--- config.mk ---
export PLATFORM = sky130hd
export DESIGN_NAME = fu_regfile_flat
export DESIGN_NICKNAME = d
export VERILOG_FILES = /design/src/rtl/fu_regfile_if.sv /design/src/rtl/fu_regfile.sv /design/src/flat_wrapper.sv
export SDC_FILE = /design/constraint.sdc
export NUM_CORES = 1
export LEC_CHECK = 0
export ABC_AREA = 1
export BUFFER_PORTS_ARGS = -buffer_cell sky130_fd_sc_hd__buf_4
export CORE_MARGIN = 2
export CORE_UTILIZATION = 30
export CTS_BUF_LIST = sky130_fd_sc_hd__clkbuf_4 sky130_fd_sc_hd__clkbuf_8 sky130_fd_sc_hd__clkbuf_16
export DETAILED_ROUTE_END_ITERATION = 12
export PLACE_DENSITY = 0.45
export SETUP_SLACK_MARGIN = 0.05
export SLEW_MARGIN = 20
export SYNTH_ARGS = -nofsm -noshare
export SYNTH_HDL_FRONTEND = slang
export SYNTH_SLANG_ARGS = --single-unit
--- constraint.sdc ---
create_clock -name clk -period 1.6 [get_ports clk]
set_clock_uncertainty 0.1 [all_clocks]
set_input_delay 0.08 -clock clk [delete_from_list [all_inputs] [get_ports clk]]
set_output_delay 0.08 -clock clk [all_outputs]
set_load 0.01 [all_outputs]
--- src/rtl/fu_regfile_if.sv ---
// Operand/writeback bus between the decode stage and the register file.
// Reads are combinational, so the master sees outputs in the same cycle it drives addresses.
interface fu_regfile_if #(
  parameter int DATA_W = 16,
  parameter int ADDR_W = 3
);
  logic [ADDR_W-1:0] aa_in;
  logic [ADDR_W-1:0] ba_in;
  logic [ADDR_W-1:0] da_in;
  logic              wr_en_in;
  logic              md_sel_in;
  logic [DATA_W-1:0] fu_f_in;
  logic [DATA_W-1:0] mem_d_in;
  logic              mb_sel_in;
  logic [DATA_W-1:0] const_in;
  logic              fu_z_in;
  logic              fu_n_in;
  logic              flag_en_in;
  logic [DATA_W-1:0] a_out;
  logic [DATA_W-1:0] b_out;
  logic [DATA_W-1:0] addr_out;
  logic              z_out;
  logic              n_out;
  logic [15:0]       wr_cnt_out;

  modport master (
    output aa_in, ba_in, da_in, wr_en_in, md_sel_in, fu_f_in, mem_d_in,
           mb_sel_in, const_in, fu_z_in, fu_n_in, flag_en_in,
    input  a_out, b_out, addr_out, z_out, n_out, wr_cnt_out
  );

  modport slave (
    input  aa_in, ba_in, da_in, wr_en_in, md_sel_in, fu_f_in, mem_d_in,
           mb_sel_in, const_in, fu_z_in, fu_n_in, flag_en_in,
    output a_out, b_out, addr_out, z_out, n_out, wr_cnt_out
  );
endinterface

--- src/rtl/fu_regfile.sv ---
// General-purpose register file with B-operand immediate mux, writeback source mux,
// FU status flags and a committed-write counter.
module fu_regfile #(
  parameter int DATA_W = 16,
  parameter int REG_N  = 8,
  parameter int ADDR_W = 3
) (
  input  logic         clk,
  input  logic         rst,
  fu_regfile_if.slave  bus
);

  logic [DATA_W-1:0] regs_q [REG_N];
  logic [DATA_W-1:0] regs_d [REG_N];
  logic [15:0]       wr_cnt_q, wr_cnt_d;
  logic              z_q, z_d;
  logic              n_q, n_d;

  logic              aa_ok, ba_ok, da_ok;
  logic [DATA_W-1:0] rd_a, rd_b;

  assign aa_ok = int'(bus.aa_in) < REG_N;
  assign ba_ok = int'(bus.ba_in) < REG_N;
  assign da_ok = int'(bus.da_in) < REG_N;

  // Reads come straight from the flops: no write bypass, which keeps the FU path loop-free.
  assign rd_a = aa_ok ? regs_q[bus.aa_in] : '0;
  assign rd_b = ba_ok ? regs_q[bus.ba_in] : '0;

  assign bus.a_out      = rd_a;
  assign bus.addr_out   = rd_a;
  assign bus.b_out      = bus.mb_sel_in ? bus.const_in : rd_b;
  assign bus.z_out      = z_q;
  assign bus.n_out      = n_q;
  assign bus.wr_cnt_out = wr_cnt_q;

  always_comb begin
    regs_d   = regs_q;
    wr_cnt_d = wr_cnt_q;
    z_d      = z_q;
    n_d      = n_q;
    if (bus.wr_en_in && da_ok) begin
      regs_d[bus.da_in] = bus.md_sel_in ? bus.mem_d_in : bus.fu_f_in;
      wr_cnt_d          = wr_cnt_q + 16'd1;
    end
    if (bus.flag_en_in) begin
      z_d = bus.fu_z_in;
      n_d = bus.fu_n_in;
    end
  end

  always_ff @(posedge clk) begin
    if (rst) begin
      for (int i = 0; i < REG_N; i++) regs_q[i] <= '0;
      wr_cnt_q <= '0;
      z_q      <= 1'b0;
      n_q      <= 1'b0;
    end else begin
      regs_q   <= regs_d;
      wr_cnt_q <= wr_cnt_d;
      z_q      <= z_d;
      n_q      <= n_d;
    end
  end

endmodule
--- src/flat_wrapper.sv ---
// flat-port wrapper written by rule: the top's interface ports become plain ports
module fu_regfile_flat 
#(
  parameter int DATA_W = 16,
  parameter int REG_N  = 8,
  parameter int ADDR_W = 3
)
  (clk, rst, bus_aa_in, bus_ba_in, bus_da_in, bus_wr_en_in, bus_md_sel_in, bus_fu_f_in, bus_mem_d_in, bus_mb_sel_in, bus_const_in, bus_fu_z_in, bus_fu_n_in, bus_flag_en_in, bus_a_out, bus_b_out, bus_addr_out, bus_z_out, bus_n_out, bus_wr_cnt_out);
  fu_regfile_if #(.DATA_W(DATA_W), .ADDR_W(ADDR_W)) bus_i ();
  input  logic clk;
  input  logic rst;
  input wire logic [$bits(bus_i.aa_in)-1:0] bus_aa_in;
  input wire logic [$bits(bus_i.ba_in)-1:0] bus_ba_in;
  input wire logic [$bits(bus_i.da_in)-1:0] bus_da_in;
  input wire logic [$bits(bus_i.wr_en_in)-1:0] bus_wr_en_in;
  input wire logic [$bits(bus_i.md_sel_in)-1:0] bus_md_sel_in;
  input wire logic [$bits(bus_i.fu_f_in)-1:0] bus_fu_f_in;
  input wire logic [$bits(bus_i.mem_d_in)-1:0] bus_mem_d_in;
  input wire logic [$bits(bus_i.mb_sel_in)-1:0] bus_mb_sel_in;
  input wire logic [$bits(bus_i.const_in)-1:0] bus_const_in;
  input wire logic [$bits(bus_i.fu_z_in)-1:0] bus_fu_z_in;
  input wire logic [$bits(bus_i.fu_n_in)-1:0] bus_fu_n_in;
  input wire logic [$bits(bus_i.flag_en_in)-1:0] bus_flag_en_in;
  output wire logic [$bits(bus_i.a_out)-1:0] bus_a_out;
  output wire logic [$bits(bus_i.b_out)-1:0] bus_b_out;
  output wire logic [$bits(bus_i.addr_out)-1:0] bus_addr_out;
  output wire logic [$bits(bus_i.z_out)-1:0] bus_z_out;
  output wire logic [$bits(bus_i.n_out)-1:0] bus_n_out;
  output wire logic [$bits(bus_i.wr_cnt_out)-1:0] bus_wr_cnt_out;
  assign bus_i.aa_in = bus_aa_in;
  assign bus_i.ba_in = bus_ba_in;
  assign bus_i.da_in = bus_da_in;
  assign bus_i.wr_en_in = bus_wr_en_in;
  assign bus_i.md_sel_in = bus_md_sel_in;
  assign bus_i.fu_f_in = bus_fu_f_in;
  assign bus_i.mem_d_in = bus_mem_d_in;
  assign bus_i.mb_sel_in = bus_mb_sel_in;
  assign bus_i.const_in = bus_const_in;
  assign bus_i.fu_z_in = bus_fu_z_in;
  assign bus_i.fu_n_in = bus_fu_n_in;
  assign bus_i.flag_en_in = bus_flag_en_in;
  assign bus_a_out = bus_i.a_out;
  assign bus_b_out = bus_i.b_out;
  assign bus_addr_out = bus_i.addr_out;
  assign bus_z_out = bus_i.z_out;
  assign bus_n_out = bus_i.n_out;
  assign bus_wr_cnt_out = bus_i.wr_cnt_out;
  fu_regfile #(.DATA_W(DATA_W), .REG_N(REG_N), .ADDR_W(ADDR_W)) u_core (.clk(clk), .rst(rst), .bus(bus_i));
endmodule
# Word-level counts from Yosys, hierarchy flattened
# Index checks and enable logic that the tools add are counted.
[word_totals]
output_inout_bits = 66
memories = 0
word_cells = 31
latch_bits = 0
in_bits = 65
romBits = 0
register_bits = 146
ramBits = 0
[op_classes]
addsub = 1
n_reduce_logical = 1
magnitude_cmp = 4
shifts = 0
muxes = 11
multipliers = 0
bitwise_logic = 3
div_mod_pow = 0
eq_ne = 0
[op_table]
columns = ["op", "n"]
rows = [
  ["128-bit bitwise mux", 1],
  ["16-bit 2-to-1 mux", 7],
  ["16-bit binary-select mux with 3-bit select", 2],
  ["16-bit demux with 3-bit select", 1],
  ["16-bit by 1-bit adder with 16-bit output (second input constant)", 1],
  ["4-bit greater-or-equal comparator (second input constant)", 3],
  ["3-bit inverter with 4-bit output", 3],
  ["4-bit by 1-bit less-than comparator with 1-bit output (second input constant)", 1],
  ["1-bit logical AND", 1],
]

# Longest topological paths before layout
# Gate-level depths: netlist of run 1.
[logic_depth]
word_depth = 6
mapped_depth = 9
ltp_nobuf = 8

# Worst setup path before layout of run 1
# No wires, ideal clock.
[synth_path]
path_type = "register -> register"
startpoint = "register u_core.wr_cnt_q[0] (netlist: u_core.bus.wr_cnt_out[0])"
endpoint = "register u_core.wr_cnt_q[12] (netlist: u_core.bus.wr_cnt_out[12])"
setup_slack_ps = 211
n_path_buf = 0
path_stages_with_launch = 8
period_less_slack_ps = 1389
setup_time_ps = 64
arrival_time_ps = 1225
cell_sequence = "dfxtp_1 -> ha_1 -> nand2_1 -> nor2_2 -> nand3_1 -> nand2_1 -> inv_1 -> nor2_1"
[synth_between]
elab_chain_cells = 1
[synth_lines]
columns = ["item", "line", "text"]
rows = [
  ["start: declaration", "fu_regfile.sv:15", "logic [15:0] wr_cnt_q, wr_cnt_d;"],
  ["start signal: assignment", "fu_regfile.sv:60", "wr_cnt_q <= wr_cnt_d;"],
  ["16-bit by 1-bit adder with 16-bit output", "fu_regfile.sv:44", "wr_cnt_d = wr_cnt_q + 16'd1;"],
]
# Every way passes these cells.
# A chain may end at the register's enable or synchronous reset.

# Final worst setup path of run 1
[layout_path]
startpoint = "register u_core.regs_q[50] in the netlist's numbering"
endpoint = "output bus_b_out[2]"
[layout_between]
elab_chain_cells = 4
[layout_lines]
columns = ["item", "line", "text"]
rows = [
  ["start: declaration", "fu_regfile.sv:13", "logic [DATA_W-1:0] regs_q [REG_N];"],
  ["start signal: assignment", "fu_regfile.sv:59", "regs_q <= regs_d;"],
  ["16-bit binary-select mux with 3-bit select", "fu_regfile.sv:28", "assign rd_b = ba_ok ? regs_q[bus.ba_in] : '0;"],
  ["16-bit 2-to-1 mux (not written as such) (2 in a row)", "fu_regfile.sv:28", ""],
  ["16-bit 2-to-1 mux", "fu_regfile.sv:32", "assign bus.b_out = bus.mb_sel_in ? bus.const_in : rd_b;"],
  ["end: declaration", "flat_wrapper.sv:25", "output wire logic [$bits(bus_i.b_out)-1:0] bus_b_out;"],
]
# Every way passes these cells. The select of a mux whose other input is x is not followed.

==> results of run 1 <==
-- timing repair --
item / CTS / global route
resized for setup: 223 / 149
hold buffers: 11 / 0
pin swaps: 59 / 78
buffers inserted: 10 / 12
endpoints found under the setup margin: 45 / 90
cloned: 0 / 0
hold endpoints to repair: 12 / 0
-- sequential cells by signal, indices dropped and copies added, names as in the netlist --
signal / cells
u_core.bus.wr_cnt_out: 16
u_core.bus.z_out: 1
u_core.bus.n_out: 1
u_core.regs_q: 128
-- metal layers --
layer	global-route usage (%)	up-vias	share of wire, %
li1	-	4360	-
met1	31.04	3971	48
met2	34.44	213	46
met3	3.297	17	4.9
met4	5.885	0	1.2
met5	0	-	0
-- power by group through the flow --
stage / clock [mW] / combinational [mW] / sequential, mW
floorplan: 0 / 1.02 / 3.88
global placement: 0 / 1.77 / 3.89
detailed placement: 0 / 1.78 / 3.89
CTS: 4.38 / 1.98 / 3.82
global route: 4.51 / 2.30 / 3.84
finish: 4.29 / 2.11 / 3.83
-- final cells by class --
| type | instances | area [sq um] | share of cell area [%] |
|---|---|---|---|
| Timing Repair Buffer | 207 | 1921 | 17.17 |
| Clock buffer | 19 | 446.7 | 3.992 |
| Multi-Input combinational cell | 827 | 4567 | 40.82 |
| Antenna cell | 1 | 2.502 | 0.02237 |
| Sequential cell | 146 | 3022 | 27.01 |
| Inverter | 167 | 629.4 | 5.625 |
| Clock inverter | 13 | 173.9 | 1.554 |
| Tap cell | 341 | 426.7 | 3.813 |
-- Yosys cell counts --
master                     count
sky130_fd_sc_hd__nor3_1        1
sky130_fd_sc_hd__buf_2        40
sky130_fd_sc_hd__o21ai_2      10
sky130_fd_sc_hd__nor2_2        3
sky130_fd_sc_hd__nand2_2       3
sky130_fd_sc_hd__o211ai_1     16
sky130_fd_sc_hd__nor2_1       32
sky130_fd_sc_hd__nor2_8        1
sky130_fd_sc_hd__buf_4        22
sky130_fd_sc_hd__a21oi_1     200
sky130_fd_sc_hd__ha_1          1
sky130_fd_sc_hd__nand2_1     191
sky130_fd_sc_hd__nand3_1     139
sky130_fd_sc_hd__buf_1         2
sky130_fd_sc_hd__inv_2         4
sky130_fd_sc_hd__clkbuf_1     37
sky130_fd_sc_hd__buf_6         2
sky130_fd_sc_hd__dfxtp_1     146
sky130_fd_sc_hd__xnor2_1       2
sky130_fd_sc_hd__inv_1       162
sky130_fd_sc_hd__a211oi_1      1
sky130_fd_sc_hd__and2_1       16
sky130_fd_sc_hd__nand4_1       2
sky130_fd_sc_hd__inv_4         1
sky130_fd_sc_hd__o21ai_0     173
sky130_fd_sc_hd__o21ai_1      29
sky130_fd_sc_hd__o21bai_1      1
sky130_fd_sc_hd__xor2_1        1
sky130_fd_sc_hd__nand2_4       4
sky130_fd_sc_hd__nor2_4        1
sky130_fd_sc_hd__clkbuf_2      6
-- worst min-delay path, stage by stage --
cell	delay [ns]
sky130_fd_sc_hd__buf_4	0.11
sky130_fd_sc_hd__nor2_2	0.06
sky130_fd_sc_hd__nand2_2	0.17
sky130_fd_sc_hd__a21oi_1	0.09
-- cell families after synthesis --
group,synth area share (%)
fa+ha+maj,0.1534
flops,35.84
simple gates,21.64
compound gates,27.41
xor+xnor,0.3223
buf+inv,14.64
-- per-stage QoR --
stage | hold slack [ns] | cell area, sq um | cells | utilization [%] | setup slack, ns
after CTS | 0.007950 | 10690 | 1708 | 39.90 | -0.05658
after detailed placement | 0.2092 | 9498 | 1655 | 35.44 | 0.1242
after global routing | 0.05514 | 11190 | 1720 | 41.74 | -0.07755
after global placement | 0.2076 | 9498 | 1655 | 35.44 | 0.1518
after floorplan | 0.05238 | 8154 | 1249 | - | 0.2112
final | 0.01626 | 11190 | 1721 | 41.75 | 0.002449
-- worst paths after layout --
| kind | slack [ns] | from | endpoint |
|---|---|---|---|
| worst min-delay path | 0.02 | bus_da_in[2] | u_core.regs_q[66] |
| worst max-delay path | 0.002 | u_core.regs_q[50] | bus_b_out[2] |
| worst max register to register | 0.14 | u_core.bus.wr_cnt_out[0] | u_core.bus.wr_cnt_out[0] |
| worst min register to register | 0.35 | u_core.regs_q[4] | u_core.regs_q[4] |
==> results.tsv, run 1 <==
stage	metric	value	unit
status	outcome	completed	
timing	report.final.slew_viol_count	0	
detailed_routing	postRouteWirelength	31.14	mm
timing	timing_hold_violations_final	0	
logic_synthesis	postSynthNetCount	1315	
detailed_routing	drt_first_iter_violations	548	
die	die_y	168.9	microns
logic_synthesis	ys_seq_elements	146	
timing	report.final.setup_viol	0	
detailed_routing	routed_via_density	4.974	
die	start_util	30.42	%
hold_path	worstHoldPathType	in2reg	
critical_path	element_type_at_the_critical_path_start	flop	
global_route	maximum_number_of_pins_on_one_net_before_global_route_repair	100	
detailed_routing	drt_first_pass_iters	5	
logic_synthesis	syn-cell-area	8154	sq um
pwr	power_leakage	4.688	nW
logic_synthesis	yosys.cell_types.count	31	
pwr	clock_power_share	42.0	%
logic_synthesis	synthDominantCellAreaShare	35.84	%
final_layout	drive_gt1_share	37.20	%
pwr	ir_drop	0.4931	mV
clocking	cts_tree	done	
critical_path	critical_path_class	reg2out	
detailed_routing	detailroute.via_count	8561	
pwr	share_comb_of_total_power	20.6	%
logic_synthesis	synthesis.area_per_instance	6.528	sq um
clocking	clkLatencyLatePin	0.43	ns
logic_synthesis	ys_seq_area_share	35.84	%
timing	timing_worst_slew_pin_value	0.5629	ns
timing	totalNegativeSetupSlack	0	ns
detailed_routing	routed_wire_length_per_instance	18.10	microns
die	design.core.area	26800	sq um
final_layout	mostFrequentLayoutCells	173 x sky130_fd_sc_hd__nand2_1, 171 x sky130_fd_sc_hd__a21oi_1, 139 x sky130_fd_sc_hd__buf_4	
logic_synthesis	synth.top_cells.by_area	sky130_fd_sc_hd__dfxtp_1 36%, sky130_fd_sc_hd__a21oi_1 12%, sky130_fd_sc_hd__o21ai_0 11%, sky130_fd_sc_hd__nand2_1 8.8%, sky130_fd_sc_hd__nand3_1 8.5%	
hold_path	worstHoldPathCells	4	
die	num_rows	60	
critical_path	timing.critical_path.cells	o211ai_1 -> nand3_2 -> nand3_4 -> nand2_2 -> buf_6	
critical_path	worst-endpoint-required	1.42	ns
placement	dpl.hpwl	20.09	mm
global_route	grt_overflow_total	0	
placement	placement.io_buffers	130	
critical_path	critical_path_cell_count	5	
final_layout	final_common_cell	sky130_fd_sc_hd__nand2_1	
clocking	numCtsBuffers	17	
pwr	cell_internal_pwr	7.207	mW
detailed_routing	ant_nets	0	
placement	gp_routability_congestion	0.7695	
timing	timing.max_slew.rel_slack	62.47	%
critical_path	crit_path_max_fanout	3	
pwr	total_net_switching_power	3.024	mW
timing	grt_setup_unrepaired	yes	
detailed_routing	drc_errors	0	
global_route	grt_first_pass_wirelength	47.53	mm
critical_path	crit_path_top_delay_cell	sky130_fd_sc_hd__dfxtp_4	
logic_synthesis	synth-warning-count	0	
die	die_x	168.9	microns
run	maxCapViolCount	0	
critical_path	worst_ep_arrival_time	1.42	ns
critical_path	worstRegToRegCells	4	
clocking	cts_root_buffer	sky130_fd_sc_hd__clkbuf_16	
die	dieArea	28520	sq um
clocking	clk_transition_reported_paths	0.07	ns
timing	timing.fmax	0.6260	GHz
die	design.portCount	131	
timing	layout_worst_path_cycle_share	99.85	%
global_route	antenna_found_initial	1	
critical_path	worst-path-buf-inv	1	
final_layout	synth_to_final_area_change	37.21	%
global_route	first_global_vias	7962	
logic_synthesis	synth_area_leader_cell	sky130_fd_sc_hd__dfxtp_1	
pwr	p_total	10.23	mW
clocking	maximum_count_of_clock_buffers_along_a_single_path	2	
final_layout	n_fill_cell	2807	
critical_path	critPathTopFamily	flip-flops	
critical_path	worstSetupEndpointType	primary output	
pwr	pwr-share-seq	37.5	%
clocking	cts-htree-levels	4	
final_layout	fin_nets	1432	
clocking	numClockSinks	146	
logic_synthesis	post_synthesis_cell_count	1249	
pwr	switching_share_of_power	29.56	%
global_route	grt_util_all_layers	21.83	%
pwr	power_per_cell_area	914.5	nW/um^2
timing	min_period	1.598	ns
critical_path	critPathMaxStageDelay	0.36	ns
(Power assumes the default switching activity.)
==> run 2: changes to the inputs <==
--- a/config.mk
+++ b/config.mk
@@ -7,6 +7,7 @@
 export LEC_CHECK = 0
 export ABC_AREA = 1
 export BUFFER_PORTS_ARGS = -buffer_cell sky130_fd_sc_hd__buf_4
+export CORE_ASPECT_RATIO = 0.8
 export CORE_MARGIN = 2
 export CORE_UTILIZATION = 30
 export CTS_BUF_LIST = sky130_fd_sc_hd__clkbuf_4 sky130_fd_sc_hd__clkbuf_8 sky130_fd_sc_hd__clkbuf_16
==> run 2 against run 1 <==
Effect of this change: clock power up 7.0%; critical path depth increased by 1; sequential cell count is the same; critical path type unchanged; critical endpoint is now bus_a_out[13]; highest routed layer unchanged.
==> results.tsv, run 2 (synthesized netlist as in run 1, its figures left out) <==
stage	metric	value	unit
global_route	first_global_vias	7984	
global_route	antenna_found_initial	0	
die	design.portCount	131	
final_layout	max_reg_flops	128	
final_layout	n_fill_cell	2815	
critical_path	worst-endpoint-required	1.42	ns
die	start_util	30.74	%
clocking	clk_transition_reported_paths	0.07	ns
final_layout	drive_gt1_share	40.80	%
critical_path	timing.critical_path.cells	inv_2 -> a21oi_2 -> o21ai_1 -> nand3_1 -> and2_4 -> buf_6	
timing	timing.fmax	0.6427	GHz
clocking	cts_root_buffer	sky130_fd_sc_hd__clkbuf_16	
die	design.core.area	26530	sq um
detailed_routing	drt_first_pass_iters	7	
placement	gp_routability_congestion	0.7812	
clocking	maximum_count_of_clock_buffers_along_a_single_path	2	
die	die_y	151.5	microns
timing	timing_worst_slew_pin_value	0.4954	ns
hold_path	worstHoldPathType	in2reg	
run	maxCapViolCount	0	
timing	report.final.slew_viol_count	0	
final_layout	max_flop_register	u_core.regs_q	
final_layout	antennaDiodeCount	0	
detailed_routing	drc_errors	0	
timing	layout_worst_path_cycle_share	97.25	%
global_route	maximum_number_of_pins_on_one_net_before_global_route_repair	87	
critical_path	critPathTopFamily	flip-flops	
final_layout	final_common_cell	sky130_fd_sc_hd__nand2_1	
timing	final.setup.worst_slack	0.04406	ns
critical_path	worst-path-buf-inv	2	
clocking	numClockSinks	146	
detailed_routing	routed_via_density	4.935	
pwr	power_leakage	4.751	nW
final_layout	mostFrequentLayoutCells	169 x sky130_fd_sc_hd__nand2_1, 159 x sky130_fd_sc_hd__a21oi_1, 132 x sky130_fd_sc_hd__buf_4	
timing	timing.max_slew.rel_slack	66.97	%
placement	placement.io_buffers	130	
timing	min_period	1.556	ns
clocking	cts-htree-levels	4	
critical_path	worst_ep_arrival_time	1.38	ns
timing	report.final.setup_viol	0	
critical_path	critPathMaxStageDelay	0.31	ns
die	dieArea	28520	sq um
placement	worst_slack_placed	0.1579	ns
pwr	power_per_cell_area	928.6	nW/um^2
global_route	grt_util_all_layers	22.11	%
die	num_rows	53	
detailed_routing	routed_wire_length_per_instance	18.14	microns
clocking	cts_tree	done	
critical_path	critical_path_class	reg2out	
timing	timing_hold_violations_final	0	
clocking	numCtsBuffers	17	
timing	totalNegativeSetupSlack	0	ns
critical_path	crit_path_top_delay_cell	sky130_fd_sc_hd__dfxtp_2	
critical_path	crit_path_max_fanout	3	
clocking	clkLatencyLatePin	0.43	ns
final_layout	synth_to_final_area_change	39.59	%
detailed_routing	ant_nets	0	
status	outcome	completed	
detailed_routing	postRouteWirelength	31.50	mm
global_route	grt_overflow_total	0	
detailed_routing	drt_first_iter_violations	515	
die	die_x	188.3	microns
detailed_routing	detailroute.via_count	8572	
placement	dpl.hpwl	19.40	mm
global_route	grt_first_pass_wirelength	47.59	mm
final_layout	fin_nets	1433	
pwr	ir_drop	0.8593	mV
critical_path	worstSetupEndpointType	primary output	
timing	grt_setup_unrepaired	yes	
critical_path	element_type_at_the_critical_path_start	flop	
run 2: cell types whose count changed in the layout (fill, tap and decap cells not counted), sizes merged:
cell	change
bufinv	+2
clkinvlp	+1
clkinv	+1
dlymetal6s4s	-1
inv	-4
diode	-1
dlygate4sd3	+2
run 2: path summary, 6_finish.rpt:
| kind | cells past startpoint | end | slack, ns | start |
|---|---|---|---|---|
| min | 5 | u_core.regs_q[124] | 0.05 | bus_mem_d_in[12] |
| max reg2reg | 4 | u_core.bus.wr_cnt_out[0] | 0.18 | u_core.bus.wr_cnt_out[0] |
| min reg2reg | 2 | u_core.regs_q[73] | 0.35 | u_core.regs_q[73] |
| max | 6 | bus_a_out[13] | 0.04 | u_core.regs_q[109] |
run 2: routing by layer:
metal | global-route usage [%] | share of wire, %
met1 | 31.10 | 50
met3 | 3.524 | 3.5
met5 | 0 | 0
met4 | 6.445 | 1.4
met2 | 35.04 | 45
run 2: final cells by class:
class / instances / area [sq um] / area share, %
multi-input combinational: 827 / 4621 / 40.60
sequential: 146 / 3035 / 26.67
timing repair buffer: 208 / 1989 / 17.48
inverter: 167 / 629.4 / 5.529
clock buffer: 19 / 452.9 / 3.979
tap: 357 / 446.7 / 3.924
clock inverter: 13 / 207.7 / 1.825
run 2: tightest hold or removal path, cell delays in order:
cell	delay (ns)
sky130_fd_sc_hd__buf_4	0.08
sky130_fd_sc_hd__nand2_1	0.05
sky130_fd_sc_hd__o21ai_2	0.15
sky130_fd_sc_hd__o21ai_1	0.08
sky130_fd_sc_hd__a21oi_1	0.10
run 2: what timing repair did:
item,CTS,global route
resized for setup,225,200
buffers inserted,14,13
hold endpoints to repair,12,0
pin swaps,64,83
setup endpoints to repair,48,77
hold buffers,12,0
run 2: stage by stage:
stage	hold WS (ns)	instances	utilization (%)	area (sq um)	power (mW)
3_3_place_gp	0.2048	1666	35.93	9530	5.669
6_report	0.04901	1737	42.91	11380	10.57
2_1_floorplan	0.05238	1249	-	8154	4.908
4_1_cts	0.05931	1724	40.58	10770	10.47
5_1_grt	0.08806	1737	42.91	11380	11.01
3_5_place_dp	0.2107	1666	35.93	9530	5.673
run 2: report_power, final:
| group | switching (mW) | internal, mW | leakage, nW | total, mW |
|---|---|---|---|---|
| Sequential | 0.0651 | 3.77 | 1.23 | 3.84 |
| Combinational | 1.22 | 0.921 | 3.21 | 2.14 |
| Clock | 1.74 | 2.85 | 0.311 | 4.59 |
| Total | 3.02 | 7.55 | 4.75 | 10.6 |
